==> src/rtl/bf16_exp_sub.sv <==
// ---------------------------------------------------------------------------
// bf16_exp_sub : two-stage BF16 divide exponent path (ea - eb + BIAS),
//                with saturation, per-result and sticky ovf/unf status.
// Optional: define BF16_EXP_SUB_EVCNT_EN to add the evt_count port/counter.
// Revision: 1.0
// ---------------------------------------------------------------------------
`default_nettype none

module bf16_exp_sub #(
  parameter int EXP_W = 8,
  parameter int BIAS  = 127
) (
  input  logic             clk,
  input  logic             rst,
  input  logic             clr,
  input  logic             in_valid,
  output logic             in_ready,
  input  logic [EXP_W-1:0] exp_a,
  input  logic [EXP_W-1:0] exp_b,
  output logic             out_valid,
  input  logic             out_ready,
  output logic [EXP_W-1:0] result,
  output logic             res_ovf,
  output logic             res_unf,
  output logic             res_dbz,
  output logic             overflow_status,
  output logic             underflow_status
`ifdef BF16_EXP_SUB_EVCNT_EN
  ,
  output logic [7:0]       evt_count
`endif
);

  localparam int DW = EXP_W + 2;
  localparam logic signed [DW-1:0] BIAS_W = DW'(BIAS);
  localparam logic signed [DW-1:0] OVF_TH = DW'((2 ** EXP_W) - 1);
  localparam logic signed [DW-1:0] ZERO_W = '0;

  logic                    s1_valid_q, s2_valid_q;
  logic signed [DW-1:0]    s1_d_q, s1_d_d;
  logic                    s1_za_q, s1_zb_q;
  logic [EXP_W-1:0]        result_q, result_d;
  logic                    ovf_q, ovf_d, unf_q, unf_d, dbz_q, dbz_d;
  logic                    ovf_sts_q, ovf_sts_d, unf_sts_q, unf_sts_d;
  logic                    s1_advance, in_xfer, out_xfer;

  assign s1_advance = s1_valid_q & (~s2_valid_q | out_ready);
  assign in_ready   = ~s1_valid_q | s1_advance;
  assign in_xfer    = in_valid & in_ready;
  assign out_xfer   = s2_valid_q & out_ready;

  // Zero-extended operands keep the difference exact before the bias is added.
  assign s1_d_d = $signed({2'b00, exp_a}) - $signed({2'b00, exp_b}) + BIAS_W;

  always_ff @(posedge clk or posedge rst) begin
    if (rst) begin
      s1_valid_q <= 1'b0;
      s1_d_q     <= '0;
      s1_za_q    <= 1'b0;
      s1_zb_q    <= 1'b0;
    end else begin
      if (in_xfer) begin
        s1_valid_q <= 1'b1;
        s1_d_q     <= s1_d_d;
        s1_za_q    <= (exp_a == '0);
        s1_zb_q    <= (exp_b == '0);
      end else if (s1_advance) begin
        s1_valid_q <= 1'b0;
      end
    end
  end

  always_comb begin
    result_d = s1_d_q[EXP_W-1:0];
    ovf_d    = 1'b0;
    unf_d    = 1'b0;
    dbz_d    = 1'b0;
    if (s1_zb_q) begin
      result_d = '1;
      dbz_d    = 1'b1;
    end else if (s1_za_q) begin
      result_d = '0;
    end else if (s1_d_q >= OVF_TH) begin
      result_d = {{(EXP_W-1){1'b1}}, 1'b0};
      ovf_d    = 1'b1;
    end else if (s1_d_q <= ZERO_W) begin
      result_d = EXP_W'(1);
      unf_d    = 1'b1;
    end
  end

  always_ff @(posedge clk or posedge rst) begin
    if (rst) begin
      s2_valid_q <= 1'b0;
      result_q   <= '0;
      ovf_q      <= 1'b0;
      unf_q      <= 1'b0;
      dbz_q      <= 1'b0;
    end else begin
      if (s1_advance) begin
        s2_valid_q <= 1'b1;
        result_q   <= result_d;
        ovf_q      <= ovf_d;
        unf_q      <= unf_d;
        dbz_q      <= dbz_d;
      end else if (out_xfer) begin
        s2_valid_q <= 1'b0;
      end
    end
  end

  // A setting transfer overrides a same-cycle clear.
  always_comb begin
    ovf_sts_d = clr ? 1'b0 : ovf_sts_q;
    unf_sts_d = clr ? 1'b0 : unf_sts_q;
    if (out_xfer && ovf_q) ovf_sts_d = 1'b1;
    if (out_xfer && unf_q) unf_sts_d = 1'b1;
  end

  always_ff @(posedge clk or posedge rst) begin
    if (rst) begin
      ovf_sts_q <= 1'b0;
      unf_sts_q <= 1'b0;
    end else begin
      ovf_sts_q <= ovf_sts_d;
      unf_sts_q <= unf_sts_d;
    end
  end

`ifdef BF16_EXP_SUB_EVCNT_EN
  logic [7:0] cnt_q, cnt_d;

  always_comb begin
    cnt_d = clr ? 8'h00 : cnt_q;
    if (out_xfer && (ovf_q || unf_q) && (cnt_d != 8'hFF)) cnt_d = cnt_d + 8'h01;
  end

  always_ff @(posedge clk or posedge rst) begin
    if (rst) cnt_q <= 8'h00;
    else     cnt_q <= cnt_d;
  end

  assign evt_count = cnt_q;
`endif

  assign out_valid        = s2_valid_q;
  assign result           = result_q;
  assign res_ovf          = ovf_q;
  assign res_unf          = unf_q;
  assign res_dbz          = dbz_q;
  assign overflow_status  = ovf_sts_q;
  assign underflow_status = unf_sts_q;

endmodule

`default_nettype wire

==> config.mk <==
export PLATFORM = sky130hd
export DESIGN_NAME = bf16_exp_sub
export DESIGN_NICKNAME = d
export VERILOG_FILES = /design/src/rtl/bf16_exp_sub.sv
export SDC_FILE = /design/constraint.sdc
export NUM_CORES = 1
export LEC_CHECK = 0
export BUFFER_PORTS_ARGS = -buffer_cell sky130_fd_sc_hd__buf_2
export CAP_MARGIN = 20
export CELL_PAD_IN_SITES_DETAIL_PLACEMENT = 1
export CELL_PAD_IN_SITES_GLOBAL_PLACEMENT = 1
export CORE_MARGIN = 2
export CORE_UTILIZATION = 41
export DETAILED_ROUTE_END_ITERATION = 8
export GPL_TIMING_DRIVEN = 1
export PLACE_DENSITY_LB_ADDON = 0.1
export SETUP_SLACK_MARGIN = 0.05
export SLEW_MARGIN = 30
export SYNTH_ARGS = -nofsm -noshare
export SYNTH_HDL_FRONTEND = slang
export SYNTH_SLANG_ARGS = --single-unit
==> constraint.sdc <==
create_clock -name clk -period 1.6 [get_ports clk]
set_input_delay 0.32 -clock clk [delete_from_list [all_inputs] [get_ports clk]]
set_output_delay 0.32 -clock clk [all_outputs]
set_load 0.03 [all_outputs]
* Yosys cells after proc, flatten, opt, wreduce, memory -nomap -nowiden
Cells that the tools add are included.
Widths: inputs -> output; s select.
** Storage, ports and cells
- Output and inout bits :: 15
- Bits in latches :: 0
- Bits in writable memories :: 0
- Bits in registers :: 27
- Memories kept :: 0
- Bits in read-only memories :: 0
- Input port bits :: 21
** Cells by class
- Multipliers :: 0
- Add/subtract/negate cells :: 2
- Shift operators :: 0
- Div/mod/pow operators :: 0
- Muxes and demuxes :: 19
- Eq/ne operators :: 0
- Bitwise operators :: 7
- Reductions and logical operators :: 8
- Magnitude comparators :: 2
** Operators with widths (count)
- $mux 8 :: 4
- $logic_not 8->1 :: 2
- $mux 1 :: 15
- $add 9x8->10 const B :: 1
- $ge 10x9->1 const B :: 1
- $le 10x1->1 const B :: 1
- $sub 8x8->9 :: 1
- $reduce_bool 2->1 :: 4
- $and 1x1->1 :: 3
- $logic_and 1x1->1 :: 2
- $not 1->1 :: 2
- $or 1x1->1 :: 2

* Depth between registers and ports, before layout
Gate-level depths: netlist of the first run.
- Word-level depth :: 6
- Gate-level depth with buffers :: 11

* Worst setup path after synthesis of the first run
No wires, ideal clock.
- Kind :: in2reg
- From :: in exp_b[1]
- To :: reg s1_d_q[8]
- Path slack :: -902 ps
- Setup time :: 69 ps
- Data required time :: 1531 ps
- Arrival time :: 2434 ps
- Cell stages on the path :: 11
- Cell sequence :: inv_1 > ha_1 > nand2b_1 > nand2_1 > ha_1 > or3b_1 > a2111oi_2 > a31oi_1 > a21o_1 > or4_1 > nand3_1
** On the way
- Longest elaborated chain between the ends :: 2
** Ends and longest elaborated chain
- from (decl) :: line 19 : input logic [EXP_W-1:0] exp_b,
- $sub 8x8->9 :: line 53 : assign s1_d_d = $signed({2'b00, exp_a}) - $signed({2'b00, exp_b}) + BIAS_W;
- $add 9x8->10 :: line 53
- to (signal assigned) :: line 58 : s1_d_q <= '0;
- to (signal assigned) :: line 64 : s1_d_q <= s1_d_d;
- to (decl) :: line 40 : logic signed [DW-1:0] s1_d_q, s1_d_d;
No other way between the ends.
A chain may end at the register's enable or synchronous reset.

* Worst setup path after layout of the first run
- From :: in exp_a[1]
- To :: reg s1_d_q[8]
** On the way
- Longest elaborated chain between the ends :: 2
** Ends and longest elaborated chain
- from (decl) :: line 18 : input logic [EXP_W-1:0] exp_a,
- $sub 8x8->9 :: line 53
- $add 9x8->10 :: line 53
No other way between the ends.

==> summary.md, run 1 <==
| Metric | Value |
|---|---|
| Result of the run | complete, but fails checks |
| Violated checks | negative setup slack |
| Number of inserted diodes | 0 |
| Number of endpoints with negative hold slack in the final report | 0 |
| Iter 0 DRT Violations | 48 |
| Sink count of the clock tree | 27 |
| Worst Tran Pin Value | 0.429 ns |
| Syn Inst Count | 210 |
| Router iterations before antenna repair | 4 |
| Worst hold slack after final layout | 0.0952 ns |
| Post-synthesis sequential element count | 27 |
| Sum of negative setup slack | -3.20 ns |
| I/O pin count | 36 |
| Half-perimeter wire length of the detailed placement result | 4150 um |
| Area growth from synthesis to final layout | 45.7% |
| Fin cells | 338 |
| Share of synthesized area occupied by flip-flops and latches | 0.373 |
| Final antenna-violating net count | 0 |
| Achievable Freq | 0.429 GHz |
| Residual DRC | 0 |
| GRT overflow | 0 |
| Master cell of the clock root buffer | sky130_fd_sc_hd__clkbuf_8 |
| Initial antenna violation count | 0 |
| Largest fanout of any net on the critical path | 3 |
| Synthesized area per cell | 8.62 um2 |
| Data required time at the worst endpoint | 1.81 ns |
| Clock insertion delay at the later pin of the skew report | 0.27 ns |
| Maximum resistive drop on vdd | 0.464 mV |
| Dpl cells | 323 |
| Syn_nets | 241 |
| Routability cong. | 0.876 |
| Core area | 4290 um2 |
| Routed wire length | 5800 um |
| Number of vias per cell | 5.54 |
| Leakage component of the power | 0.00121 uW |
| Critical Path Sink Type | flip-flop |
| Overall die height | 70.5 um |
| Beginning of the worst register-to-register path | s1_d_q[7]$_DFFE_PP0P_ |
| Leading cell type in the layout, fill and taps excluded | sky130_fd_sc_hd__buf_4 |
| Combined global-route utilization of all metal layers | 0.228 |
| Unique cell type count in the Yosys netlist | 46 |
| Most frequent cells in the layout | 46 x sky130_fd_sc_hd__buf_4, 32 x sky130_fd_sc_hd__buf_2, 26 x sky130_fd_sc_hd__dfrtp_1 |
| Routed wire per std cell | 17.2 um |
| Leading register cell type out of synthesis | sky130_fd_sc_hd__dfrtp_1 |
| Post-place setup slack | -1.03 ns |
| Time the worst path needs with I/O delays and setup | 2.33 ns |
| Worst Clk Skew | 0.00363 ns |
| Core Rows | 24 |
| Clock buffer count from CTS | 3 |
| H-tree Lvls | 1 |
| Maximum capacitance violations | 0 |
| Critical Path Source Type | input port |
| Number of cells traversed by the worst register-to-register path | 6 |
| Class of the most critical hold timing path | in2async |
| Wire length of the first global-routing pass | 9090 um |
| Setup slack, reg-to-reg | 0.10 ns |
| Count of buffers inserted at the top-level ports | 35 |
| Post-synth EDFFs | 0 |
| Die W | 70.5 um |
| Final Max Tran Viols | 0 |
| Net count reported at finish | 318 |
| Setup CP Type | in2reg |
| Total standard cell area after synthesis | 1810 um2 |
| Via total after detailed routing | 1872 |
| TritonCTS clock tree | done |
| Starting utilization of the core area | 0.422 |
| Filler Cell Count | 514 |
| Power per Cell Area | 1020 nW/um2 |
| Via count of the first global-routing pass | 1994 |
| Maximum number of pins on one net before global-route repair | 28 |
| Clock slew at the register clock pins of the worst setup and hold paths | 0.09 ns |
| Unrepaired setup endpoints after global routing | yes |
| Buffer depth of the longest clock path | 2 |
| Die area | 4960 um2 |
| Worst setup margin | -0.734 ns |
| R2R Path End | result[0]$_DFFE_PP0P_ |
| Number of endpoints failing setup at the final stage | 6 |
| Worst slew margin | 0.711 |
| Critical Path AT | 2.55 ns |
| Fraction of final layout cells with drive strength greater than 1 | 0.465 |
| Fraction of registers with async set or reset after synthesis | 1.00 |
| Post-route fraction of the period consumed by the critical path | 1.46 |
| Synth warn | 0 |
==> per-stage QoR <==
stage                      util  power, uW  area, um2
after floorplan               -       1730       1880
after global placement    0.543       2090       2330
after detailed placement  0.543       2150       2330
after CTS                 0.585       2590       2510
after global routing      0.614       2860       2640
final                     0.614       2700       2640
==> worst max-delay path by stage <==
stage / from / end / slack (ns) / depth (start not counted)
3_5_place_dp: exp_a[1] / s1_d_q[8]$_DFFE_PP0P_ / -1.03 / 11
6_report: exp_a[1] / s1_d_q[8]$_DFFE_PP0P_ / -0.73 / 11
3_3_place_gp: exp_a[1] / s1_d_q[8]$_DFFE_PP0P_ / -0.93 / 11
5_1_grt: exp_b[1] / s1_d_q[8]$_DFFE_PP0P_ / -0.80 / 12
4_1_cts: exp_a[1] / s1_d_q[8]$_DFFE_PP0P_ / -0.66 / 11
2_1_floorplan: exp_a[1] / s1_d_q[8]$_DFFE_PP0P_ / -0.81 / 10
==> routing by layer <==
metal  wire length (um)  share of wire  global-route usage
met5                  0              0                   0
met4                187          0.032              0.0983
met3                125          0.022              0.0231
met2               3240           0.56               0.443
met1               2250           0.39               0.245
==> cells by family after synthesis <==
family          synth area share
mux                       0.0187
flops                      0.373
compound gates             0.209
xor+xnor                  0.0532
simple gates               0.216
buf+inv                   0.0601
fa+ha+maj                 0.0691
==> cell type report <==
cell class,count,area (um2),share of cell area
clock buffers,4,45.0,0.0171
inverters,16,62.6,0.0237
multi-input cells,157,1230,0.466
flip-flops and latches,27,677,0.257
well taps,52,65.1,0.0247
repair buffers,82,558,0.212
==> where the power goes <==
| group | total [uW] | internal (uW) | switching [uW] | leakage, uW |
|---|---|---|---|---|
| Sequential | 993 | 852 | 141 | 0.000337 |
| Combinational | 1320 | 590 | 733 | 0.000855 |
| Clock | 383 | 178 | 205 | 0.0000228 |
| Total | 2700 | 1620 | 1080 | 0.00121 |
==> flip-flops by register name (all words and copies together), names as in the netlist <==
register	flops
overflow_status	1
res_dbz	1
res_unf	1
s1_zb_q	1
s1_valid_q	1
out_valid	1
res_ovf	1
s1_za_q	1
result	8
underflow_status	1
s1_d_q	10
==> cells in the mapped netlist (3+ instances only) <==
cell type                   n  area, um2
sky130_fd_sc_hd__a21oi_1   12       60.1
sky130_fd_sc_hd__o211ai_1   4       30.0
sky130_fd_sc_hd__xnor2_1    8       70.1
sky130_fd_sc_hd__ha_1      10        125
sky130_fd_sc_hd__o21ai_0   20        100
sky130_fd_sc_hd__or2_2      8       50.1
sky130_fd_sc_hd__nor2_1     9       33.8
sky130_fd_sc_hd__nand2b_1   6       37.5
sky130_fd_sc_hd__dfrtp_1   27        676
sky130_fd_sc_hd__nor4_1     5       31.3
sky130_fd_sc_hd__mux2_2     3       33.8
sky130_fd_sc_hd__nand2_1   24       90.1
sky130_fd_sc_hd__clkbuf_1   5       18.8
sky130_fd_sc_hd__o21a_1     3       22.5
sky130_fd_sc_hd__nor3_1     3       15.0
sky130_fd_sc_hd__nand3_1    6       30.0
sky130_fd_sc_hd__xor2_1     3       26.3
sky130_fd_sc_hd__inv_1     16       60.1
sky130_fd_sc_hd__or4_1      3       22.5
==> critical path, cell delays in order <==
cell and delay [ns]:
sky130_fd_sc_hd__buf_8 0.10, sky130_fd_sc_hd__ha_4 0.25, sky130_fd_sc_hd__nand2b_4 0.15, sky130_fd_sc_hd__nand2_4 0.06
sky130_fd_sc_hd__ha_4 0.12, sky130_fd_sc_hd__or3b_4 0.38, sky130_fd_sc_hd__a2111oi_4 0.29, sky130_fd_sc_hd__a31oi_1 0.13
sky130_fd_sc_hd__a21o_1 0.23, sky130_fd_sc_hd__or4_4 0.43, sky130_fd_sc_hd__nand3_2 0.09
==> timing repair <==
| item | CTS | global route |
|---|---|---|
| endpoints found under the setup margin | 7 | 8 |
| hold buffers | 0 | 0 |
| setup buffers | 7 | 5 |
| pin swaps | 11 | 12 |
| endpoints found under the hold margin | 0 | 0 |
| gates resized for setup | 20 | 21 |
Note: power is estimated with default switching activity, not from simulation.
==> run 2, diff against run 1 <==
BUFFER_PORTS_ARGS = -buffer_cell sky130_fd_sc_hd__buf_4   (was -buffer_cell sky130_fd_sc_hd__buf_2)
CAP_MARGIN = 40   (was 20)
REMOVE_ABC_BUFFERS = 1   (was unset)
==> summary.md, run 2 (synthesis results as in run 1) <==
| Metric | Value |
|---|---|
| Result of the run | complete, but fails checks |
| Violated checks | negative setup slack |
| Worst hold slack after final layout | 0.0866 ns |
| Maximum number of pins on one net before global-route repair | 28 |
| Count of buffers inserted at the top-level ports | 35 |
| Reg with most FFs | s1_d_q |
| Number of endpoints failing setup at the final stage | 6 |
| Dpl cells | 321 |
| Critical Path Source Type | input port |
| Leakage component of the power | 0.00123 uW |
| Die W | 70.5 um |
| Worst setup margin | -0.749 ns |
| Cells traversed along the worst timing path | buf_8 -> inv_4 -> ha_4 -> nand2b_4 -> nand2_4 -> ha_4 -> or3b_4 -> a2111oi_4 -> a31oi_2 -> a21o_1 -> or4_4 -> nand3_2 |
| Die area | 4960 um2 |
| Fin cells | 332 |
| Initial antenna violation count | 0 |
| Leading cell type in the layout, fill and taps excluded | sky130_fd_sc_hd__buf_4 |
| Gr busiest metal | met2 |
| Number of endpoints with negative hold slack in the final report | 0 |
| Clock slew at the register clock pins of the worst setup and hold paths | 0.10 ns |
| Largest fanout of any net on the critical path | 3 |
| Via count of the first global-routing pass | 1960 |
| Clock buffer count from CTS | 3 |
| Max stage delay on crit path | 0.42 ns |
| Fraction of final layout cells with drive strength greater than 1 | 0.457 |
| H-tree Lvls | 1 |
| Clock power frac | 0.140 |
| Crit path buf inv count | 2 |
| Routed wire per std cell | 17.0 um |
| Data required time at the worst endpoint | 1.81 ns |
| GR met3 Demand/Resource | 0.0231 |
| Achievable Freq | 0.426 GHz |
| Area growth from synthesis to final layout | 51.3% |
| Wire length of the first global-routing pass | 8960 um |
| Sw Share | 0.394 |
| Critical Path AT | 2.56 ns |
| I/O pin count | 36 |
| Worst Tran Pin Value | 0.474 ns |
| Total power | 2790 uW |
| Combined global-route utilization of all metal layers | 0.226 |
| Half-perimeter wire length of the detailed placement result | 4040 um |
| Time the worst path needs with I/O delays and setup | 2.35 ns |
| Core Rows | 24 |
| Router iterations before antenna repair | 4 |
| Maximum resistive drop on vdd | 0.370 mV |
| Iter 0 DRT Violations | 75 |
| Number of inserted diodes | 0 |
| Buffer depth of the longest clock path | 2 |
| Routability cong. | 0.850 |
| Final Max Tran Viols | 0 |
| Number of vias per cell | 5.48 |
| Master cell of the clock root buffer | sky130_fd_sc_hd__clkbuf_8 |
| Sink count of the clock tree | 27 |
| Sequential Power Share | 0.356 |
| Via total after detailed routing | 1821 |
| Worst slew margin | 0.681 |
| Residual DRC | 0 |
| TritonCTS clock tree | done |
| Largest delay contributor family on the critical path | simple AND/OR/NAND/NOR gates |
| Power per Cell Area | 1020 nW/um2 |
| Critical Path Most Common Cell | sky130_fd_sc_hd__ha_4 |
| Share of total power in combinational logic | 0.504 |
| Worst Clk Skew | 0.00851 ns |
| Maximum capacitance violations | 0 |
| Post-route fraction of the period consumed by the critical path | 1.47 |
| Routed wire length | 5650 um |
| Library cell contributing the largest single delay on the critical path | sky130_fd_sc_hd__or4_4 |
| Unrepaired setup endpoints after global routing | yes |
| Met2 layer usage reported by global route | 0.443 |
| Routing usage on met1 | 0.236 |
| Net count reported at finish | 312 |
| Critical Path Sink Type | flip-flop |
| Setup CP Type | in2reg |
| Final antenna-violating net count | 0 |
| Overall die height | 70.5 um |
| Core area | 4290 um2 |
| CTS Hold Bufs | 0 |
| Cell internal pwr | 1690 uW |
| Most frequent cells in the layout | 70 x sky130_fd_sc_hd__buf_4, 27 x sky130_fd_sc_hd__dfrtp_1, 23 x sky130_fd_sc_hd__nand2_1 |
| Clock insertion delay at the later pin of the skew report | 0.28 ns |
| GRT overflow | 0 |
| Switching component of the power | 1100 uW |
| Max reg flops | 10 |
| Class of the most critical hold timing path | in2async |
| Filler Cell Count | 502 |
| Starting utilization of the core area | 0.422 |
run 2: cell count changes in the layout (fill, tap and decap cells not counted), moves of 2 or more:
cell and change:
sky130_fd_sc_hd__buf_4 +24, sky130_fd_sc_hd__ha_4 +2, sky130_fd_sc_hd__buf_2 -32, sky130_fd_sc_hd__ha_2 -2
run 2: power groups by stage:
stage                     Clock [uW]  Combinational, uW  Sequential [uW]
after CTS                        396               1270              999
after global placement             0               1140              992
after floorplan                    0                509             1180
final                            391               1410              996
after detailed placement           0               1180             1010
after global routing             425               1530             1020
run 2: metal layers:
metal	vias up	part of all wire
met5	-	0
li1	879	-
met2	57	0.56
met3	17	0.032
met4	0	0.029
met1	868	0.38
run 2: worst reg2reg max path: stages, from the launching register on:
cell and delay, ns:
sky130_fd_sc_hd__dfrtp_1 0.41, sky130_fd_sc_hd__or4_4 0.55, sky130_fd_sc_hd__nor2_4 0.12, sky130_fd_sc_hd__a21oi_2 0.06
sky130_fd_sc_hd__nand2b_1 0.08, sky130_fd_sc_hd__a31oi_1 0.08, sky130_fd_sc_hd__o21ai_1 0.15
run 2: metrics by stage:
step	util	instance area (um2)	setup slack, ns	setup TNS [ns]
final	0.638	2740	-0.749	-3.09
after global routing	0.638	2740	-0.795	-3.52
after CTS	0.600	2580	-0.693	-2.73
after detailed placement	0.546	2340	-1.16	-6.01
after global placement	0.546	2340	-0.999	-5.23
after floorplan	-	1760	-0.906	-4.24
run 2: path summary, 6_finish.rpt:
path	from	end	slack, ns	cells after the start
max	exp_b[1]	s1_d_q[8]$_DFFE_PP0P_	-0.75	12
min	rst	underflow_status$_DFFE_PP0P_	0.09	3
max reg2reg	s1_d_q[7]$_DFFE_PP0P_	result[0]$_DFFE_PP0P_	0.10	6
min reg2reg	result[6]$_DFFE_PP0P_	result[6]$_DFFE_PP0P_	0.51	2
max in group asynchronous	rst	result[4]$_DFFE_PP0P_	1.25	3
min in group clk	clr	overflow_status$_DFFE_PP0P_	0.22	2
run 2: what timing repair did:
| action | CTS | global route |
|---|---|---|
| pin swaps | 11 | 12 |
| gates resized for setup | 34 | 25 |
| endpoints found under the setup margin | 7 | 9 |
| buffers inserted | 2 | 5 |
run 2: layout make-up:
type	count	area [um2]	share of cell area
Timing Repair Buffer	76	609	0.222
Multi-Input combinational cell	157	1280	0.467
Tap cell	52	65.1	0.0237
Sequential cell	27	676	0.247
Clock buffer	3	41.3	0.0151
Clock inverter	1	5.00	0.00183
Inverter	16	65.1	0.0237
